$ cat config.mk
export PLATFORM = sky130hd
export DESIGN_NAME = pcie_tx_tlp_arbiter_flat
export DESIGN_NICKNAME = d
export VERILOG_FILES = /design/src/rtl/pcie_tx_pkg.sv /design/src/rtl/pcie_tx_tlp_arbiter_if.sv /design/src/rtl/pcie_fc_credit_gate.sv /design/src/rtl/pcie_tx_tlp_arbiter.sv /design/src/flat_wrapper.sv
export SDC_FILE = /design/constraint.sdc
export NUM_CORES = 1
export LEC_CHECK = 0
export CELL_PAD_IN_SITES_DETAIL_PLACEMENT = 0
export CELL_PAD_IN_SITES_GLOBAL_PLACEMENT = 1
export CORE_AREA = 5 5 342 344
export CTS_CLUSTER_DIAMETER = 120
export DETAILED_ROUTE_END_ITERATION = 7
export DIE_AREA = 0 0 347 349
export HOLD_SLACK_MARGIN = 0.1
export MAX_ROUTING_LAYER = met4
export PLACE_DENSITY = 0.63
export SETUP_SLACK_MARGIN = 0.3
export SLEW_MARGIN = 30
export SYNTH_ARGS = -nofsm -noshare
export SYNTH_HDL_FRONTEND = slang
export SYNTH_SLANG_ARGS = --single-unit
export TNS_END_PERCENT = 20
$ cat constraint.sdc
create_clock -name clk -period 9.2 [get_ports clk]
set_input_delay 2.76 -clock clk [delete_from_list [all_inputs] [get_ports clk]]
set_output_delay 2.76 -clock clk [all_outputs]
set_load 0.1 [all_outputs]
$ cat src/rtl/pcie_tx_pkg.sv
// Shared types, constants and the data-credit cost helper for the TX TLP arbiter.
package pcie_tx_pkg;

   localparam int PKG_HDR_CRED_W  = 8;
   localparam int PKG_DATA_CRED_W = 12;
   localparam int PKG_N_REQ       = 3;

   // Requester index doubles as its flow-control class
   typedef enum logic [1:0] {
      FC_P   = 2'd0,
      FC_NP  = 2'd1,
      FC_CPL = 2'd2
   } fc_class_e;

   // fmt[1] set means the TLP carries a data payload, fmt[0] selects 4DW header
   localparam int FMT_DATA_BIT = 1;
   localparam int FMT_4DW_BIT  = 0;

   // Arbiter states
   localparam logic [0:0] ST_IDLE = 1'b0;
   localparam logic [0:0] ST_SEND = 1'b1;

   // Data credits are 4 DW each; length 0 with data encodes 1024 DW
   function automatic logic [PKG_DATA_CRED_W-1:0] data_cost(input logic [2:0] fmt,
                                                             input logic [9:0] len);
      logic [PKG_DATA_CRED_W-1:0] c;
      if (!fmt[FMT_DATA_BIT])
         c = '0;
      else if (len == 10'd0)
         c = PKG_DATA_CRED_W'(256);
      else
         c = ({2'b00, len} + 12'd3) >> 2;
      return c;
   endfunction

endpackage

$ cat src/rtl/pcie_tx_tlp_arbiter_if.sv
// Request, flow-control and TLP output bundle between sources, DLLP path and the TX layer.
interface pcie_tx_tlp_arbiter_if
   import pcie_tx_pkg::*;
#(
   parameter int N_REQ       = PKG_N_REQ,
   parameter int HDR_CRED_W  = PKG_HDR_CRED_W,
   parameter int DATA_CRED_W = PKG_DATA_CRED_W
);
   logic [N_REQ-1:0]        req_valid_i;
   logic [N_REQ-1:0]        req_ready_o;
   logic [N_REQ*128-1:0]    req_payload_i;
   logic [N_REQ*32-1:0]     req_addr_i;
   logic [N_REQ*3-1:0]      req_fmt_i;
   logic [N_REQ*5-1:0]      req_type_i;
   logic [N_REQ*3-1:0]      req_tc_i;
   logic [N_REQ*16-1:0]     req_requestID_i;
   logic [N_REQ*16-1:0]     req_completID_i;
   logic [N_REQ*10-1:0]     req_length_i;

   logic                    fc_valid_i;
   logic [1:0]              fc_class_i;
   logic [HDR_CRED_W-1:0]   fc_hdr_limit_i;
   logic [DATA_CRED_W-1:0]  fc_data_limit_i;
   logic                    fc_init_done_o;

   logic [127:0]            payload_o;
   logic [31:0]             addr_o;
   logic [2:0]              header_fmt_o;
   logic [4:0]              header_type_o;
   logic [2:0]              header_tc_o;
   logic [15:0]             header_requestID_o;
   logic [15:0]             header_completID_o;
   logic [9:0]              header_length_o;
   logic                    tlp_valid_o;
   logic                    tlp_ready_i;

   // Arbiter side
   modport slave (
      input  req_valid_i, req_payload_i, req_addr_i, req_fmt_i, req_type_i, req_tc_i,
             req_requestID_i, req_completID_i, req_length_i,
             fc_valid_i, fc_class_i, fc_hdr_limit_i, fc_data_limit_i, tlp_ready_i,
      output req_ready_o, fc_init_done_o, payload_o, addr_o, header_fmt_o, header_type_o,
             header_tc_o, header_requestID_o, header_completID_o, header_length_o, tlp_valid_o
   );

   // Requesters, DLLP credit path and TX transaction layer side
   modport master (
      output req_valid_i, req_payload_i, req_addr_i, req_fmt_i, req_type_i, req_tc_i,
             req_requestID_i, req_completID_i, req_length_i,
             fc_valid_i, fc_class_i, fc_hdr_limit_i, fc_data_limit_i, tlp_ready_i,
      input  req_ready_o, fc_init_done_o, payload_o, addr_o, header_fmt_o, header_type_o,
             header_tc_o, header_requestID_o, header_completID_o, header_length_o, tlp_valid_o
   );
endinterface

$ cat src/rtl/pcie_fc_credit_gate.sv
// Per-class flow-control credit tracker: limit/consumed counters, init flag, has-credit check.
module pcie_fc_credit_gate #(
   parameter int HDR_CRED_W  = 8,
   parameter int DATA_CRED_W = 12
) (
   input  logic                   clk,
   input  logic                   rst_n,
   input  logic                   i_load,
   input  logic [HDR_CRED_W-1:0]  i_hdr_limit,
   input  logic [DATA_CRED_W-1:0] i_data_limit,
   input  logic                   i_consume,
   input  logic [DATA_CRED_W-1:0] i_data_cost,
   output logic                   o_has_credit,
   output logic                   o_init
);
   logic [HDR_CRED_W-1:0]  r_hdr_limit;
   logic [HDR_CRED_W-1:0]  r_hdr_cons;
   logic [DATA_CRED_W-1:0] r_data_limit;
   logic [DATA_CRED_W-1:0] r_data_cons;
   logic                   r_init;
   logic [HDR_CRED_W-1:0]  w_hdr_gap;
   logic [DATA_CRED_W-1:0] w_data_gap;

   // Limits come from the link partner; the first update arms the class
   always_ff @(posedge clk or negedge rst_n) begin
      if (!rst_n) begin
         r_hdr_limit  <= '0;
         r_data_limit <= '0;
         r_init       <= 1'b0;
      end else if (i_load) begin
         r_hdr_limit  <= i_hdr_limit;
         r_data_limit <= i_data_limit;
         r_init       <= 1'b1;
      end
   end

   // Consumed counters advance on each grant, independent of a same-cycle limit load
   always_ff @(posedge clk or negedge rst_n) begin
      if (!rst_n) begin
         r_hdr_cons  <= '0;
         r_data_cons <= '0;
      end else if (i_consume) begin
         r_hdr_cons  <= r_hdr_cons + HDR_CRED_W'(1);
         r_data_cons <= r_data_cons + i_data_cost;
      end
   end

   // Modular gaps: a wrapped limit ahead of the consumed count is still valid credit
   assign w_hdr_gap    = r_hdr_limit - r_hdr_cons;
   assign w_data_gap   = r_data_limit - r_data_cons;
   assign o_has_credit = r_init && (w_hdr_gap != '0) && (w_data_gap >= i_data_cost);
   assign o_init       = r_init;

endmodule

$ cat src/rtl/pcie_tx_tlp_arbiter.sv
// Round-robin, credit-gated arbiter sharing the TX TLP build port between P, NP and CPL.
module pcie_tx_tlp_arbiter
   import pcie_tx_pkg::*;
#(
   parameter int HDR_CRED_W  = PKG_HDR_CRED_W,
   parameter int DATA_CRED_W = PKG_DATA_CRED_W,
   parameter int N_REQ       = PKG_N_REQ
) (
   input  logic                   clk,
   input  logic                   rst_n,
   pcie_tx_tlp_arbiter_if.slave   bus
);
   logic [N_REQ-1:0]       w_elig;
   logic [N_REQ-1:0]       w_has_credit;
   logic [N_REQ-1:0]       w_init;
   logic [N_REQ-1:0]       w_fc_load;
   logic [N_REQ-1:0]       w_grant;
   logic [DATA_CRED_W-1:0] w_cost [N_REQ];
   logic                   w_gnt_any;
   logic [1:0]             w_gnt_idx;
   logic [2:0]             w_sum;
   logic [1:0]             w_j;

   logic [0:0]             r_state;
   logic [1:0]             r_ptr;
   logic [127:0]           r_payload;
   logic [31:0]            r_addr;
   logic [2:0]             r_fmt;
   logic [4:0]             r_type;
   logic [2:0]             r_tc;
   logic [15:0]            r_rid;
   logic [15:0]            r_cid;
   logic [9:0]             r_len;

   for (genvar i = 0; i < N_REQ; i++) begin : g_class
      localparam fc_class_e CLS = fc_class_e'(i);
      assign w_cost[i]    = DATA_CRED_W'(data_cost(bus.req_fmt_i[i*3 +: 3], bus.req_length_i[i*10 +: 10]));
      assign w_fc_load[i] = bus.fc_valid_i && (bus.fc_class_i == CLS);

      pcie_fc_credit_gate #(
         .HDR_CRED_W  (HDR_CRED_W),
         .DATA_CRED_W (DATA_CRED_W)
      ) u_gate (
         .clk          (clk),
         .rst_n        (rst_n),
         .i_load       (w_fc_load[i]),
         .i_hdr_limit  (bus.fc_hdr_limit_i),
         .i_data_limit (bus.fc_data_limit_i),
         .i_consume    (w_grant[i]),
         .i_data_cost  (w_cost[i]),
         .o_has_credit (w_has_credit[i]),
         .o_init       (w_init[i])
      );
   end

   assign w_elig = bus.req_valid_i & w_has_credit;

   // First eligible requester at or after the pointer, wrapping; only granted in IDLE
   always_comb begin
      w_gnt_any = 1'b0;
      w_gnt_idx = '0;
      w_grant   = '0;
      w_sum     = '0;
      w_j       = '0;
      for (int k = 0; k < N_REQ; k++) begin
         w_sum = {1'b0, r_ptr} + 3'(k);
         w_j   = (w_sum >= 3'(N_REQ)) ? 2'(w_sum - 3'(N_REQ)) : w_sum[1:0];
         if (!w_gnt_any && w_elig[w_j]) begin
            w_gnt_any = 1'b1;
            w_gnt_idx = w_j;
         end
      end
      if (r_state == ST_IDLE && w_gnt_any)
         w_grant[w_gnt_idx] = 1'b1;
   end

   // Grant/send FSM with field capture; the SEND cycle blocks any new grant
   always_ff @(posedge clk or negedge rst_n) begin
      if (!rst_n) begin
         r_state   <= ST_IDLE;
         r_ptr     <= '0;
         r_payload <= '0;
         r_addr    <= '0;
         r_fmt     <= '0;
         r_type    <= '0;
         r_tc      <= '0;
         r_rid     <= '0;
         r_cid     <= '0;
         r_len     <= '0;
      end else begin
         case (r_state)
            ST_IDLE: begin
               if (w_gnt_any) begin
                  r_state   <= ST_SEND;
                  r_ptr     <= (w_gnt_idx == 2'(N_REQ-1)) ? 2'd0 : w_gnt_idx + 2'd1;
                  r_payload <= bus.req_payload_i[w_gnt_idx*128 +: 128];
                  r_addr    <= bus.req_addr_i[w_gnt_idx*32 +: 32];
                  r_fmt     <= bus.req_fmt_i[w_gnt_idx*3 +: 3];
                  r_type    <= bus.req_type_i[w_gnt_idx*5 +: 5];
                  r_tc      <= bus.req_tc_i[w_gnt_idx*3 +: 3];
                  r_rid     <= bus.req_requestID_i[w_gnt_idx*16 +: 16];
                  r_cid     <= bus.req_completID_i[w_gnt_idx*16 +: 16];
                  r_len     <= bus.req_length_i[w_gnt_idx*10 +: 10];
               end
            end
            default: begin
               if (bus.tlp_ready_i)
                  r_state <= ST_IDLE;
            end
         endcase
      end
   end

   assign bus.req_ready_o        = w_grant;
   assign bus.tlp_valid_o        = (r_state == ST_SEND);
   assign bus.fc_init_done_o     = &w_init;
   assign bus.payload_o          = r_payload;
   assign bus.addr_o             = r_addr;
   assign bus.header_fmt_o       = r_fmt;
   assign bus.header_type_o      = r_type;
   assign bus.header_tc_o        = r_tc;
   assign bus.header_requestID_o = r_rid;
   assign bus.header_completID_o = r_cid;
   assign bus.header_length_o    = r_len;

endmodule

$ cat src/flat_wrapper.sv
// flat-port wrapper written by rule: the top's interface ports become plain ports
module pcie_tx_tlp_arbiter_flat import pcie_tx_pkg::*;
#(
   parameter int HDR_CRED_W  = PKG_HDR_CRED_W,
   parameter int DATA_CRED_W = PKG_DATA_CRED_W,
   parameter int N_REQ       = PKG_N_REQ
)
  (clk, rst_n, bus_req_valid_i, bus_req_payload_i, bus_req_addr_i, bus_req_fmt_i, bus_req_type_i, bus_req_tc_i, bus_req_requestID_i, bus_req_completID_i, bus_req_length_i, bus_fc_valid_i, bus_fc_class_i, bus_fc_hdr_limit_i, bus_fc_data_limit_i, bus_tlp_ready_i, bus_req_ready_o, bus_fc_init_done_o, bus_payload_o, bus_addr_o, bus_header_fmt_o, bus_header_type_o, bus_header_tc_o, bus_header_requestID_o, bus_header_completID_o, bus_header_length_o, bus_tlp_valid_o);
  pcie_tx_tlp_arbiter_if #(.N_REQ(N_REQ), .HDR_CRED_W(HDR_CRED_W), .DATA_CRED_W(DATA_CRED_W)) bus_i ();
  input  logic clk;
  input  logic rst_n;
  input wire logic [$bits(bus_i.req_valid_i)-1:0] bus_req_valid_i;
  input wire logic [$bits(bus_i.req_payload_i)-1:0] bus_req_payload_i;
  input wire logic [$bits(bus_i.req_addr_i)-1:0] bus_req_addr_i;
  input wire logic [$bits(bus_i.req_fmt_i)-1:0] bus_req_fmt_i;
  input wire logic [$bits(bus_i.req_type_i)-1:0] bus_req_type_i;
  input wire logic [$bits(bus_i.req_tc_i)-1:0] bus_req_tc_i;
  input wire logic [$bits(bus_i.req_requestID_i)-1:0] bus_req_requestID_i;
  input wire logic [$bits(bus_i.req_completID_i)-1:0] bus_req_completID_i;
  input wire logic [$bits(bus_i.req_length_i)-1:0] bus_req_length_i;
  input wire logic [$bits(bus_i.fc_valid_i)-1:0] bus_fc_valid_i;
  input wire logic [$bits(bus_i.fc_class_i)-1:0] bus_fc_class_i;
  input wire logic [$bits(bus_i.fc_hdr_limit_i)-1:0] bus_fc_hdr_limit_i;
  input wire logic [$bits(bus_i.fc_data_limit_i)-1:0] bus_fc_data_limit_i;
  input wire logic [$bits(bus_i.tlp_ready_i)-1:0] bus_tlp_ready_i;
  output wire logic [$bits(bus_i.req_ready_o)-1:0] bus_req_ready_o;
  output wire logic [$bits(bus_i.fc_init_done_o)-1:0] bus_fc_init_done_o;
  output wire logic [$bits(bus_i.payload_o)-1:0] bus_payload_o;
  output wire logic [$bits(bus_i.addr_o)-1:0] bus_addr_o;
  output wire logic [$bits(bus_i.header_fmt_o)-1:0] bus_header_fmt_o;
  output wire logic [$bits(bus_i.header_type_o)-1:0] bus_header_type_o;
  output wire logic [$bits(bus_i.header_tc_o)-1:0] bus_header_tc_o;
  output wire logic [$bits(bus_i.header_requestID_o)-1:0] bus_header_requestID_o;
  output wire logic [$bits(bus_i.header_completID_o)-1:0] bus_header_completID_o;
  output wire logic [$bits(bus_i.header_length_o)-1:0] bus_header_length_o;
  output wire logic [$bits(bus_i.tlp_valid_o)-1:0] bus_tlp_valid_o;
  assign bus_i.req_valid_i = bus_req_valid_i;
  assign bus_i.req_payload_i = bus_req_payload_i;
  assign bus_i.req_addr_i = bus_req_addr_i;
  assign bus_i.req_fmt_i = bus_req_fmt_i;
  assign bus_i.req_type_i = bus_req_type_i;
  assign bus_i.req_tc_i = bus_req_tc_i;
  assign bus_i.req_requestID_i = bus_req_requestID_i;
  assign bus_i.req_completID_i = bus_req_completID_i;
  assign bus_i.req_length_i = bus_req_length_i;
  assign bus_i.fc_valid_i = bus_fc_valid_i;
  assign bus_i.fc_class_i = bus_fc_class_i;
  assign bus_i.fc_hdr_limit_i = bus_fc_hdr_limit_i;
  assign bus_i.fc_data_limit_i = bus_fc_data_limit_i;
  assign bus_i.tlp_ready_i = bus_tlp_ready_i;
  assign bus_req_ready_o = bus_i.req_ready_o;
  assign bus_fc_init_done_o = bus_i.fc_init_done_o;
  assign bus_payload_o = bus_i.payload_o;
  assign bus_addr_o = bus_i.addr_o;
  assign bus_header_fmt_o = bus_i.header_fmt_o;
  assign bus_header_type_o = bus_i.header_type_o;
  assign bus_header_tc_o = bus_i.header_tc_o;
  assign bus_header_requestID_o = bus_i.header_requestID_o;
  assign bus_header_completID_o = bus_i.header_completID_o;
  assign bus_header_length_o = bus_i.header_length_o;
  assign bus_tlp_valid_o = bus_i.tlp_valid_o;
  pcie_tx_tlp_arbiter #(.HDR_CRED_W(HDR_CRED_W), .DATA_CRED_W(DATA_CRED_W), .N_REQ(N_REQ)) u_core (.clk(clk), .rst_n(rst_n), .bus(bus_i));
endmodule
Yosys cells after proc, flatten, opt, wreduce, memory -nomap -nowiden
Index checks and enable logic that the tools add are counted.
W data, S select, Z words.
Word-level totals
  logic and storage cells: 125
  register bits: 339
  bits of input ports: 668
  output and inout port bits: 218
Operators by class
  $add $sub $neg: 21
  mux-type cells: 28
  multiply operators: 3
  eq/ne operators: 3
  magnitude comparators: 11
  bitwise gates (word level): 2
  reductions and logical operators: 24
  shift operators: 8
Operators by type and width (count)
  $shiftx A384 B10 Y128: 1
  $shiftx A48 B7 Y16: 2
  $shiftx A96 B8 Y32: 1
  $mux W10: 6
  $add A12 B12 Y12: 3
  $ge A12 B12 Y1: 3
  $sub A12 B12 Y12: 3
  $add A10 B2 Y11 const B: 3
  $logic_not A10 Y1: 3
  $shiftx A30 B7 Y10: 1
  $add A8 B1 Y8 const B: 3
  $reduce_bool A8 Y1: 3
  $sub A8 B8 Y8: 3
  $shiftx A9 B5 Y3: 2
  $shiftx A15 B6 Y5: 1
  $mux W2: 7
  $logic_and A1 B1 Y1: 13
  $lt A2 B3 Y1 const B: 4
  $mul A2 B3 Y5 const B: 2
  $mux W1: 10
  $bmux W1 S2: 3
  $ge A3 B2 Y1 const B: 2
  $sub A2 B2 Y2 const B: 3
  $eq A2 B2 Y1 const B: 2
  15 further kinds: 16

Logic depth before layout (Yosys ltp)
  depth after elaboration: 20
  mapped depth: 24
  depth with buffers taken out: 20

Modules after synthesis
From an unflattened synthesis, not the netlist that was laid out.
Unflattened totals
  cell total of the unflattened synthesis: 2416
  area total of the unflattened synthesis: 21927.3 µm²
By module, submodules not included
  pcie_tx_tlp_arbiter: cells each 1447, area an instance 12715.9 µm², instances 1, sequential area each 5405.2 µm²
  pcie_fc_credit_gate: cells each 323, area an instance 3070.4 µm², instances 3, sequential area each 1026.0 µm²

Worst setup path after synthesis
Ideal clock, no wire load.
  path kind: input port to output port
  from: input bus_req_length_i[10]
  to: output bus_req_ready_o[2]
  data required time: 6.440 ns
  stages: 20
  slack: -0.402 ns
  path buffers: 3
  arrival time: 6.842 ns
  cells stage by stage: nor2_1 > nor2b_1 > nand3_1 > nor2_1 > nand3_1 > nor2_1 > xnor2_1 > or2_2 > ha_1 > a41oi_1 > o21ai_1 > a2111oi_2 > o311ai_1 > or4b_1 > o2111a_1 > a211oi_1 > and3_1 > buf_2 > buf_2 > buf_4
Between the ends
  longest elaborated chain between the ends: 20
  elaborated cells between the ends (all ways): 30
  those cells by class: add/sub (1); order compare (3); mux (17); bitwise (1); reduce/logical (8)
Ends and longest elaborated chain
  start: declaration: line flat_wrapper.sv:20  | input wire logic [$bits(bus_i.req_length_i)-1:0] bus_req_length_i;
  $add A10 B2 Y11 or $logic_not A10 Y1 (tied branches): line pcie_tx_pkg.sv:32, pcie_tx_pkg.sv:29
  $mux W10 (*): line pcie_tx_pkg.sv:29  | else if (len == 10'd0)
  $mux W10 (*): line pcie_tx_pkg.sv:27  | if (!fmt[FMT_DATA_BIT])
  $ge A12 B12 Y1 (*): line pcie_fc_credit_gate.sv:51  | assign o_has_credit = r_init && (w_hdr_gap != '0) && (w_data_gap >= i_data_cost);
  $logic_and A1 B1 Y1 (*): line pcie_fc_credit_gate.sv:51
  $and A3 B3 Y3 (*): line pcie_tx_tlp_arbiter.sv:56  | assign w_elig = bus.req_valid_i & w_has_credit;
  $bmux W1 S2: line pcie_tx_tlp_arbiter.sv:68  | if (!w_gnt_any && w_elig[w_j]) begin
  $mux W1 (implied by the code): line pcie_tx_tlp_arbiter.sv:68
  [... 4 more ...]
  $logic_not A1 Y1: line pcie_tx_tlp_arbiter.sv:68
  $logic_and A1 B1 Y1: line pcie_tx_tlp_arbiter.sv:68
  $mux W2: line pcie_tx_tlp_arbiter.sv:68
  $lt A2 B3 Y1 (implied by the code) or $ge A2 B1 Y1 (tied branches): line pcie_tx_tlp_arbiter.sv:74  | w_grant[w_gnt_idx] = 1'b1;
  $logic_and A1 B1 Y1 (implied by the code): line pcie_tx_tlp_arbiter.sv:74
  $mux W1 (implied by the code): line pcie_tx_tlp_arbiter.sv:74
  $demux W1 S2
  $mux W3 (*): line pcie_tx_tlp_arbiter.sv:73  | if (r_state == ST_IDLE && w_gnt_any)
  end: declaration: line flat_wrapper.sv:26  | output wire logic [$bits(bus_i.req_ready_o)-1:0] bus_req_ready_o;
Mark *: on every way between the ends. The rest lies on a longest branch, timed or not. The select of a mux whose other input is x is not followed.

Final worst setup path
  from: input bus_req_length_i[0]
  to: output bus_req_ready_o[0]
Same word-level chain as after synthesis.

==> load_flow_metrics.sql <==
INSERT INTO impl_metrics (metric_group, metric, value, unit) VALUES
('outcome', 'outcome', 'finished, violations left', ''),
('outcome', 'violations', 'DRC', ''),
('detailed_routing', 'initialDrtViolationCount', '1974', ''),
('floorplan', 'core', '0.114', 'mm²'),
('final_layout', 'final.fill_count', '11900', ''),
('cts', 'numClockSinks', '339', ''),
('synth', 'synth-async-reset-ratio', '1.00', ''),
('sta', 'max_clock_freq', '0.110', 'GHz'),
('global_routing', 'grt_start_max_net_pins', '128', ''),
('synth', 'synth.lib_cells_used.distinct', '69', ''),
('hold_path', 'holdPathEnd', 'u_core.g_class[2].u_gate.r_hdr_cons[6]$_DFFE_PN0P_', ''),
('cts', 'tritoncts', 'built', ''),
('setup_path', 'critical-path-max-stage-delay', '0.33', 'ns'),
('synth', 'dominant_combinational_cell_family_by_area_after_synthesis', 'compound AO/OA/AOI/OAI gates', ''),
('sta', 'layout_min_cycle_time', '9.10', 'ns'),
('power', 'power_per_cell_area', '451', 'mW/mm²'),
('synth', 'yosys_warnings', '0', ''),
('setup_path', 'critical_path.most_common_cell', 'sky130_fd_sc_hd__a2111oi_4', ''),
('synth', 'synth_area', '0.0197', 'mm²'),
('cts', 'cts_buffer_depth', '3', ''),
('final_layout', 'post_route_cells_drive_above_1_share', '0.151', ''),
('place', 'gp_routability_congestion', '0.924', ''),
('final_layout', 'final_net_count', '3692', ''),
('hold_path', 'worstHoldPathType', 'register to register', ''),
('synth', 'synth_area_leader_cell', 'sky130_fd_sc_hd__dfrtp_1', ''),
('synth', 'synth-xor-area-share', '0.0454', ''),
('sta', 'timing.final.setup_violations', '0', ''),
('synth', 'dominantRegCellSynth', 'sky130_fd_sc_hd__dfrtp_1', ''),
('setup_path', 'r2r_setup_slack', '2.67', 'ns'),
('final_layout', 'area_growth_syn_to_layout', '65.7', '%'),
('sta', 'max-slew-margin-rel', '0.307', ''),
('setup_path', 'critical_path.n_buffers_inverters', '3', ''),
('power', 'p_leak', '13.5', 'nW'),
('detailed_routing', 'detail_route.wirelength', '120', 'mm'),
('global_routing', 'vias_in_the_first_global_route', '20400', ''),
('cts', 'cts.clk_slew.worst_paths', '0.05', 'ns'),
('setup_path', 'endpoint_of_the_worst_slack_reg_to_reg_timing_path', 'u_core.bus.payload_o[107]$_DFFE_PN0P_', ''),
('setup_path', 'timing_worst_setup_path_type', 'input pin to output port', ''),
('sta', 'slew_violations', '0', ''),
('synth', 'synth_simple_gate_area_share', '0.0897', ''),
('cts', 'cts_root_buf', 'sky130_fd_sc_hd__clkbuf_16', ''),
('setup_path', 'crit_arrival', '6.34', 'ns'),
('detailed_routing', 'drt_pre_antenna_iters', '8', ''),
('setup_path', 'r2r_cells', '23', ''),
('setup_path', 'worst_setup_path_start_kind', 'input pin', ''),
('floorplan', 'placementRows', '124', ''),
('floorplan', 'top_level_i_o_count', '886', ''),
('setup_path', 'path_delay_family', 'compound AO/OA/AOI/OAI gates', ''),
('setup_path', 'timing.rr.start', 'u_core.g_class[1].u_gate.r_data_limit[0]$_DFFE_PN0P_', ''),
('sta', 'worst-slew-pin-transition', '1.04', 'ns'),
('setup_path', 'worst_ep_required_time', '6.44', 'ns'),
('sta', 'final.setup_skew', '0.0479', 'ns'),
('power', 'vdd_ir_drop_max', '225', 'µV'),
('sta', 'grt_setup_unrepaired', 'yes', ''),
('cts', 'ctsHoldBuffers', '0', ''),
('synth', 'most_common_cell_in_the_synthesized_netlist', 'sky130_fd_sc_hd__dfrtp_1', ''),
('sta', 'final_hold_viol_count', '0', ''),
('global_routing', 'antenna_violations_before_repair', '52', ''),
('hold_path', 'worstHoldStart', 'u_core.g_class[2].u_gate.r_hdr_cons[6]$_DFFE_PN0P_', ''),
('place', 'post-dp-hpwl', '97.7', 'mm'),
('synth', 'synth_edf_count', '0', ''),
('synth', 'synthDominantCellAreaShare', '0.431', ''),
('hold_path', 'hold_depth', '1', ''),
('synth', 'synth_adder_area_share', '0.0779', ''),
('detailed_routing', 'detailroute.via_count', '20400', ''),
('detailed_routing', 'remaining_drc_errors', '8', ''),
('setup_path', 'critPathMaxFanout', '3', ''),
('synth', 'syn-instance-count', '1988', ''),
('global_routing', 'gr-usage-all-layers', '0.193', ''),
('cts', 'htree_num_levels', '2', ''),
('detailed_routing', 'drtAntennaViolNets', '0', '');
worst reg2reg max path: stages, from the launching register on:
cell,delay (ns)
sky130_fd_sc_hd__dfrtp_1,0.37
sky130_fd_sc_hd__inv_1,0.06
sky130_fd_sc_hd__ha_1,0.18
sky130_fd_sc_hd__inv_1,0.06
sky130_fd_sc_hd__fa_1,0.42
sky130_fd_sc_hd__a211oi_1,0.26
sky130_fd_sc_hd__nor2_1,0.13
sky130_fd_sc_hd__o21a_1,0.18
sky130_fd_sc_hd__nor2_1,0.12
sky130_fd_sc_hd__xnor2_1,0.25
sky130_fd_sc_hd__ha_4,0.29
sky130_fd_sc_hd__a41oi_2,0.16
sky130_fd_sc_hd__o21ai_1,0.10
sky130_fd_sc_hd__a2111oi_2,0.29
sky130_fd_sc_hd__o311ai_1,0.18
sky130_fd_sc_hd__or4b_1,0.53
sky130_fd_sc_hd__o2111a_2,0.33
sky130_fd_sc_hd__o21bai_1,0.17
sky130_fd_sc_hd__or2_4,0.14
sky130_fd_sc_hd__buf_4,0.56
sky130_fd_sc_hd__buf_4,0.88
sky130_fd_sc_hd__a222oi_1,0.41
sky130_fd_sc_hd__buf_4,0.26
sky130_fd_sc_hd__o21ai_1,0.11
stage by stage:
step | setup WS (ns) | TNS, ns | std cells | utilization | area [µm²]
final | 0.0968 | 0 | 4472 | 0.287 | 32600
after global routing | -0.0502 | -0.0817 | 4468 | 0.287 | 32600
after CTS | 0.109 | 0 | 4453 | 0.287 | 32500
after detailed placement | -0.511 | -1.38 | 4359 | 0.269 | 30600
after global placement | -0.450 | -1.23 | 4359 | 0.272 | 30900
after floorplan | 0.233 | 0 | 1988 | - | 20000
per-layer routing:
metal,vias up,GRT usage,wire length (µm)
li1,9359,-,-
met1,9944,0.246,51600
met2,935,0.307,55600
met3,174,0.0495,9370
met4,0,0.0467,3220
met5,-,-,0
flip-flops by register name, summed over array words and instances, names as in the netlist, 16 cells and up:
name / flops
u_core.g_class.u_gate.r_data_limit: 36
u_core.bus.header_requestID_o: 16
u_core.bus.addr_o: 32
u_core.bus.header_completID_o: 16
u_core.g_class.u_gate.r_hdr_limit: 24
u_core.g_class.u_gate.r_data_cons: 36
u_core.bus.payload_o: 128
u_core.g_class.u_gate.r_hdr_cons: 24
timing repair:
item	4_1_cts	5_1_grt
gates resized for setup	86	11
endpoints found under the hold margin	0	0
endpoints found under the setup margin	3	3
setup buffers	9	1
pin swaps	29	14
layout make-up:
type	instances	area [µm²]	area share
clock buffer	62	1330	0.0408
inverter	116	438	0.0134
multi-input combinational	1394	10500	0.323
sequential	339	8480	0.260
clock inverter	23	349	0.0107
timing repair buffer	1008	9550	0.293
antenna	18	45.0	0.00138
tap	1512	1890	0.0580
kinds of logic after synthesis:
kind of cell / after synthesis
buf+inv: 255
fa+ha+maj: 119
simple gates: 370
mux: 73
flops: 339
compound gates: 730
xor+xnor: 102
report_power, final:
group / leakage, nW / total (W) / switching (W) / internal (W)
clock: 0.831 / 0.00201 / 0.000790 / 0.00122
sequential: 4.14 / 0.00256 / 0.000401 / 0.00216
combinational: 8.49 / 0.0101 / 0.00720 / 0.00294
cell usage in the layout, fill, tap and decap left out, types with 81 or more instances in the layout:
| cell type | count |
|---|---|
| sky130_fd_sc_hd__inv_1 | 115 |
| sky130_fd_sc_hd__a22oi_1 | 202 |
| sky130_fd_sc_hd__o21ai_1 | 90 |
| sky130_fd_sc_hd__a222oi_1 | 112 |
| sky130_fd_sc_hd__ha_1 | 104 |
| sky130_fd_sc_hd__nand2_1 | 163 |
| sky130_fd_sc_hd__dfrtp_1 | 339 |
| sky130_fd_sc_hd__o21ai_0 | 173 |
| sky130_fd_sc_hd__buf_4 | 128 |
| sky130_fd_sc_hd__xnor2_1 | 81 |
| sky130_fd_sc_hd__clkdlybuf4s50_1 | 781 |
worst max path at each step:
stage | from | end | slack [ns] | cells past startpoint
2_1_floorplan | bus_req_length_i[10] | bus_req_ready_o[1] | 0.23 | 22
3_3_place_gp | bus_req_length_i[10] | bus_req_ready_o[0] | -0.45 | 20
3_5_place_dp | bus_req_length_i[10] | bus_req_ready_o[0] | -0.51 | 20
4_1_cts | bus_req_length_i[10] | bus_req_ready_o[0] | 0.11 | 20
5_1_grt | bus_req_length_i[12] | bus_req_ready_o[0] | -0.05 | 18
6_report | bus_req_length_i[0] | bus_req_ready_o[0] | 0.1 | 20
Note: power is estimated with default switching activity, not from simulation.
